===== src/rtl/alu_operand_sequencer.sv =====
// Board input stage for the 4-bit ALU: synchronizes switches, debounces the step/clear buttons,
// and walks an entry FSM (A -> B -> opcode -> run) that latches the ALU operands and opcode.

module alu_operand_debounce #(
  parameter int CYCLES = 20
) (
  input  logic clk,
  input  logic rst,
  input  logic raw,
  output logic level,
  output logic rise
);
  localparam int CNT_W = $clog2(CYCLES + 1);

  logic             sync_meta;
  logic             sync_lvl;
  logic [CNT_W-1:0] cnt;
  logic             level_q;

  always_ff @(posedge clk or posedge rst) begin
    if (rst) begin
      sync_meta <= 1'b0;
      sync_lvl  <= 1'b0;
    end else begin
      sync_meta <= raw;
      sync_lvl  <= sync_meta;
    end
  end

  // The counter only runs while the synchronized level disagrees with the accepted level,
  // so any bounce back to the accepted level restarts the qualification window.
  always_ff @(posedge clk or posedge rst) begin
    if (rst) begin
      cnt   <= '0;
      level <= 1'b0;
    end else if (sync_lvl != level) begin
      if (cnt == CNT_W'(CYCLES - 1)) begin
        level <= sync_lvl;
        cnt   <= '0;
      end else begin
        cnt <= cnt + CNT_W'(1);
      end
    end else begin
      cnt <= '0;
    end
  end

  always_ff @(posedge clk or posedge rst) begin
    if (rst) begin
      level_q <= 1'b0;
    end else begin
      level_q <= level;
    end
  end

  // Press edge only; built from registers so it is one cycle wide and never repeats while held.
  assign rise = level & ~level_q;

endmodule

module alu_operand_sequencer #(
  parameter int DEBOUNCE_CYCLES = 20
) (
  input  logic       clk,
  input  logic       rst,
  input  logic [3:0] sw,
  input  logic       btn_next,
  input  logic       btn_clr,
  output logic [3:0] opa,
  output logic [3:0] opb,
  output logic [2:0] opsel,
  output logic       valid,
  output logic [1:0] state
);

  typedef enum logic [1:0] {
    S_A   = 2'b00,
    S_B   = 2'b01,
    S_OP  = 2'b10,
    S_RUN = 2'b11
  } state_t;

  state_t     st;
  logic [3:0] sw_meta;
  logic [3:0] sw_sync;
  logic       next_level;
  logic       next_pulse;
  logic       clr_level;
  logic       clr_pulse;

  always_ff @(posedge clk or posedge rst) begin
    if (rst) begin
      sw_meta <= 4'd0;
      sw_sync <= 4'd0;
    end else begin
      sw_meta <= sw;
      sw_sync <= sw_meta;
    end
  end

  alu_operand_debounce #(
    .CYCLES(DEBOUNCE_CYCLES)
  ) u_next_db (
    .clk  (clk),
    .rst  (rst),
    .raw  (btn_next),
    .level(next_level),
    .rise (next_pulse)
  );

  alu_operand_debounce #(
    .CYCLES(DEBOUNCE_CYCLES)
  ) u_clr_db (
    .clk  (clk),
    .rst  (rst),
    .raw  (btn_clr),
    .level(clr_level),
    .rise (clr_pulse)
  );

  // valid is a level, not a handshake: it is high exactly while st==S_RUN and the display
  // stage may sample the ALU result any cycle it is high; there is no ready/back-pressure.
  // Clear outranks step, so a simultaneous step pulse is dropped.
  always_ff @(posedge clk or posedge rst) begin
    if (rst) begin
      st    <= S_A;
      opa   <= 4'd0;
      opb   <= 4'd0;
      opsel <= 3'd0;
      valid <= 1'b0;
    end else if (clr_pulse) begin
      st    <= S_A;
      opa   <= 4'd0;
      opb   <= 4'd0;
      opsel <= 3'd0;
      valid <= 1'b0;
    end else if (next_pulse) begin
      case (st)
        S_A: begin
          opa <= sw_sync;
          st  <= S_B;
        end
        S_B: begin
          opb <= sw_sync;
          st  <= S_OP;
        end
        S_OP: begin
          opsel <= sw_sync[2:0];
          valid <= 1'b1;
          st    <= S_RUN;
        end
        S_RUN: begin
          valid <= 1'b0;
          st    <= S_A;
        end
        default: begin
          valid <= 1'b0;
          st    <= S_A;
        end
      endcase
    end
  end

  assign state = st;

  // Debounced levels are only consumed through their edge pulses.
  logic unused_levels;
  assign unused_levels = next_level ^ clr_level;

endmodule


===== config.mk =====
export PLATFORM = sky130hd
export DESIGN_NAME = alu_operand_sequencer
export DESIGN_NICKNAME = d
export VERILOG_FILES = /design/src/rtl/alu_operand_sequencer.sv
export SDC_FILE = /design/constraint.sdc
export NUM_CORES = 1
export LEC_CHECK = 0
export BUFFER_PORTS_ARGS = -buffer_cell sky130_fd_sc_hd__buf_2
export CAP_MARGIN = 40
export CORE_MARGIN = 1
export CORE_UTILIZATION = 52
export CTS_BUF_LIST = sky130_fd_sc_hd__clkbuf_2
export DETAILED_ROUTE_END_ITERATION = 10
export MAX_ROUTING_LAYER = met4
export PLACE_DENSITY = 0.87
export SLEW_MARGIN = 10
export SYNTH_ARGS = -nofsm -noshare
export SYNTH_HDL_FRONTEND = slang
export SYNTH_SLANG_ARGS = --single-unit
export TNS_END_PERCENT = 20

===== constraint.sdc =====
create_clock -name clk -period 1.2 [get_ports clk]
set_input_delay 0.06 -clock clk [delete_from_list [all_inputs] [get_ports clk]]
set_output_delay 0.06 -clock clk [all_outputs]
set_load 0.01 [all_outputs]

==> After elaboration in Yosys (flattened, before gate mapping) <==
Cells that the tools add are included.
{ "totals": {"ff_bits": 40, "input_bits": 8} }
{ "classes": {"add_sub_neg": 2, "eq_ne": 7, "n_mux": 19, "bitwise_logic": 4, "reduce_logical": 12} }
{ "op_table": {"columns": ["operator", "count"], "rows": [
  ["$mux 4", 6],
  ["$mux 5", 4],
  ["$reduce_and 2->1", 6],
  ["$add 5x1->5 const B", 2],
  ["$eq 5x5->1 const B", 2],
  ["$mux 3", 3],
  ["$pmux 2 s4", 1],
  ["$reduce_bool 2->1", 4],
  ["$eq 2x2->1 const B", 2],
  ["$mux 2", 2],
  ["$reduce_bool 3->1", 1],
  ["$and 1x1->1", 2],
  ["$eq 2x1->1 const B", 1],
  ["$logic_not 2->1", 1],
  ["$mux 1", 2],
  ["$ne 1x1->1", 2],
  ["$not 1->1", 2],
  ["$pmux 1 s2", 1]
]} }

==> Depth between registers and ports, before layout <==
{ "logic_depth": {"ltp_word": 4, "mapped_depth": 5, "ltp_nobuf": 5} }

==> Cells and area by module <==
From an unflattened synthesis, not the netlist that was laid out.
{ "hier_totals": {"cells_unflattened": 123, "area_unflattened_um2": 1616.6} }
{ "modules_own_cells": {"columns": ["module", "n_inst", "cells_each", "area_per_inst_um2", "seq_area_each_um2"], "rows": [
  ["alu_operand_sequencer", 1, 69, 908.4, 550.5],
  ["alu_operand_debounce", 2, 27, 354.1, 225.2]
]} }

==> Least setup slack after synthesis <==
OpenSTA, ideal clock, no wires.
{ "synth_path": {"kind": "register to register", "startpoint": "register u_clr_db.cnt[0]", "endpoint": "register u_clr_db.level", "setup_ns": 0.128, "arrival_ns": 1.072, "required_ns": 1.072, "slack_ns": 0.000, "stages_incl_launch_ff": 5, "period_less_slack_ns": 1.200, "cell_sequence": "dfrtp_1 > ha_1 > nand2_1 > nor3_1 > mux2_1"} }
{ "synth_via": {"elab_chain_cells": 2} }
{ "synth_lines": {"columns": ["item", "line_no", "source"], "rows": [
  ["from (decl)", "17", "logic [CNT_W-1:0] cnt;"],
  ["from (signal assigned)", "41", "cnt <= cnt + CNT_W'(1);"],
  ["$eq 5x5->1", "37", "if (cnt == CNT_W'(CYCLES - 1)) begin"],
  ["$reduce_and 2->1 (no source line)", null, null],
  ["to (signal assigned)", "38", "level <= sync_lvl;"],
  ["to (decl)", "10", "output logic level,"]
]} }
Every way passes these cells.
A chain may end at the register's enable or synchronous reset.

==> Worst setup path after layout <==
{ "layout_path": {"startpoint": "register st[1] (netlist: state[1])", "endpoint": "register opb[0]"} }
{ "layout_via": {"elab_chain_cells": 3} }
{ "layout_lines": {"columns": ["item", "line_no", "source"], "rows": [
  ["from (decl)", "83", "state_t st;"],
  ["from (signal assigned)", "126", "st <= S_A;"],
  ["from (signal assigned)", "132", "st <= S_A;"],
  ["from (signal assigned)", "141", "st <= S_B;"],
  ["$eq 2x1->1", "138", "case (st)"],
  ["$reduce_bool 2->1 (no source line)", null, null],
  ["$reduce_and 2->1 (no source line)", null, null],
  ["to (signal assigned)", "144", "opb <= sw_sync;"],
  ["to (decl)", "70", "output logic [3:0] opb,"]
]} }
Every way passes these cells.

==> flow_summary.ini <==
[run_status]
outcome = complete, but fails checks
violations = setup timing

[cells_and_area]
mostFrequentLayoutCells = 40 x dfrtp_1, 21 x buf_2, 14 x buf_4, 13 x nand3_1, 11 x nand2_1
multiInputGateArea_um2 = 612
nets = 188
drive_gt1_frac = 0.400
layout_commonest_cell = dfrtp_1
final_cells = 206
syn_to_final_growth_pct = 30.4
fin_area_mm2 = 0.00201
area.sequential_mm2 = 0.00100
nFillCells = 199
antenna_cells = 0
fin_util = 0.721

[timing]
fin_skew_ns = 0.0257
maxSlewViolCount = 0
worst_pin_slew_ns = 0.494
hold_viol = 0
fin_crit_sh = 1.05
relSlewSlack = 0.671
fin_ws_ns = -0.0626
fin_crit_ns = 1.26
fmax_ghz = 0.792
setup_viol = 9
fin_worst_hold_slack_ns = 0.290
grt_setup_unrepaired = yes

[die]
die_area_mm2 = 0.00318
die_w_um = 56.4
fp-row-count = 19
core-area_mm2 = 0.00278
num_io_pins = 22
start_util = 0.553
die_y_um = 56.4

[clocking]
clk-insertion-delay-late_ns = 0.40
clock-root-buffer = clkbuf_2
cts_buffer_depth = 2
numCtsBuffers = 5
cts_tree = yes
clock_sinks = 40
htreeDepth = 2
clk_pin_slew_ns = 0.20

[worst_setup_path]
worstReg2RegStart = state[1]
crit_start = state[1]
path_class = reg2reg
cp-end-kind = flip-flop
critPathLaunchType = flip-flop
crit_path_max_fanout = 4
cp_slowest_stage_delay_ns = 0.45
endpoint = opb[0]
critPathArrivalTime_ns = 1.54
worstPathRequired_ns = 1.48
r2r_slack_ns = -0.06
reg2reg_to = opb[0]
crit_chain = inv_2, ha_1, nand3b_1, nand2_1, a21oi_2
critPathSlowestCell = dfrtp_1
rr_worst_depth = 5

[power_and_ir_drop]
power_density_mw_per_mm2 = 1040
p_leak_nw = 0.972
fin_total_pwr_mw = 2.10
ir_drop_uv = 817

[synth]
seq_area_frac_synth = 0.651
avgSynthCellArea_um2 = 12.1
synth-edff-count = 0
ys_seq_elements = 40
postSynth.asyncResetShare = 1.00
netlist_area_mm2 = 0.00154
yosys_warnings = 0
synthCells = 127
synthesis.nets = 141
synthFlopType = dfrtp_1
yosys.area.top_type = dfrtp_1
synth_cell_types = 22
synth.area.top_cells = dfrtp_1 65%, ha_1 4.9%, nand3_1 4.9%
synth_top_area_frac = 0.651

[global_route]
grt_pass1_wl_um = 4960
grtUsageTotal = 0.223
grt_pass1_vias = 1115
antenna_found_initial = 0
overflow = 0
grt_max_degree = 41

[place]
port_buffers = 21
hpwl_um = 1990
gp_congestion = 0.781
post_dp_cell_area_mm2 = 0.00178
placed_cells = 190

[drt]
via_count = 1130
antenna_left = 0
drt_pass1_iterations = 4
drc = 0
avgRoutedWirePerCell_um = 15.7
viasPerCell = 5.49
drtIter0Drc = 24
routed_wl_um = 3240

[min_path]
hold_class = in2async

[run]
maxCapViolCount = 0
critical path, delay by kind of cell (launching register included):
family	cells	cell delay [ns]
adders and majority gates	1	0.20
buffers and inverters	1	0.10
AOI/OAI and AO/OA	1	0.07
DFF	1	0.45
and+or+nand+nor	2	0.33
logic make-up (layout without fill, tap and decap cells):
family / Yosys count / after routing / synth area share
simple gates: 48 / 48 / 0.149
flops: 40 / 40 / 0.651
compound gates: 15 / 15 / 0.0594
xor+xnor: 8 / 8 / 0.0456
buf+inv: 7 / 55 / 0.0252
fa+ha+maj: 6 / 6 / 0.0488
mux: 3 / 3 / 0.0212
worst min path at each step:
stage	slack, ns	startpoint	depth (start not counted)	to
2_1_floorplan	0.09	sw[0]	0	sw_meta[0]
5_1_grt	0.26	sw[0]	2	sw_meta[0]
6_report	0.29	rst	4	state[1]
3_5_place_dp	0.17	sw[0]	1	sw_meta[0]
4_1_cts	0.28	sw[1]	2	sw_meta[1]
3_3_place_gp	0.17	btn_next	1	u_next_db.sync_meta
stage by stage:
stage	setup TNS (ns)	worst slack, ns
finish	-0.266	-0.0626
CTS	-0.0617	-0.0195
floorplan	0	0.000104
global placement	0	0.0438
detailed placement	-0.0193	-0.0193
global route	-1.36	-0.162
flip-flops by register name, indices dropped and copies added (netlist names):
signal               flops
opa                      4
sw_meta                  4
u_next_db.level          1
u_clr_db.level           1
u_clr_db.cnt             5
state                    2
valid                    1
u_clr_db.sync_meta       1
u_clr_db.sync_lvl        1
u_next_db.sync_meta      1
opsel                    3
u_clr_db.level_q         1
u_next_db.cnt            5
opb                      4
u_next_db.sync_lvl       1
sw_sync                  4
u_next_db.level_q        1
per-layer routing:
metal	wire, um	GRT usage
met1	1190	0.231
met2	1800	0.376
met3	120	0.0530
met4	127	0.146
met5	0	-
where the power goes:
part	leakage (nW)	internal, mW	switching [mW]
registers	0.526	1.39	0.0307
clock network	0.0306	0.156	0.413
logic	0.415	0.0557	0.0543
total	0.972	1.60	0.498
synth_stat cells (2+ instances only):
| cell | number |
|---|---|
| a21oi_1 | 11 |
| and2_1 | 4 |
| dfrtp_1 | 40 |
| ha_1 | 6 |
| inv_1 | 4 |
| mux2_1 | 2 |
| nand2_1 | 13 |
| nand3_1 | 15 |
| nand3b_1 | 3 |
| nor2_1 | 9 |
| nor3_1 | 2 |
| o31ai_1 | 2 |
| xnor2_1 | 4 |
| xor2_1 | 4 |
what timing repair did:
| item | CTS | global route |
|---|---|---|
| cloned | 0 | 0 |
| endpoints found under the setup margin | 7 | 22 |
| pin swaps | 3 | 19 |
| resized for setup | 8 | 20 |
| endpoints found under the hold margin | 46 | 0 |
| hold buffers | 7 | 0 |
| buffers inserted | 0 | 1 |
cell type report:
class | count | area share
Sequential cell | 40 | 0.499
Multi-Input combinational cell | 80 | 0.305
Timing Repair Buffer | 43 | 0.150
Tap cell | 31 | 0.0193
Clock buffer | 7 | 0.0175
Inverter | 4 | 0.00749
Clock inverter | 1 | 0.00187
Power figures use the tool's default switching activity.
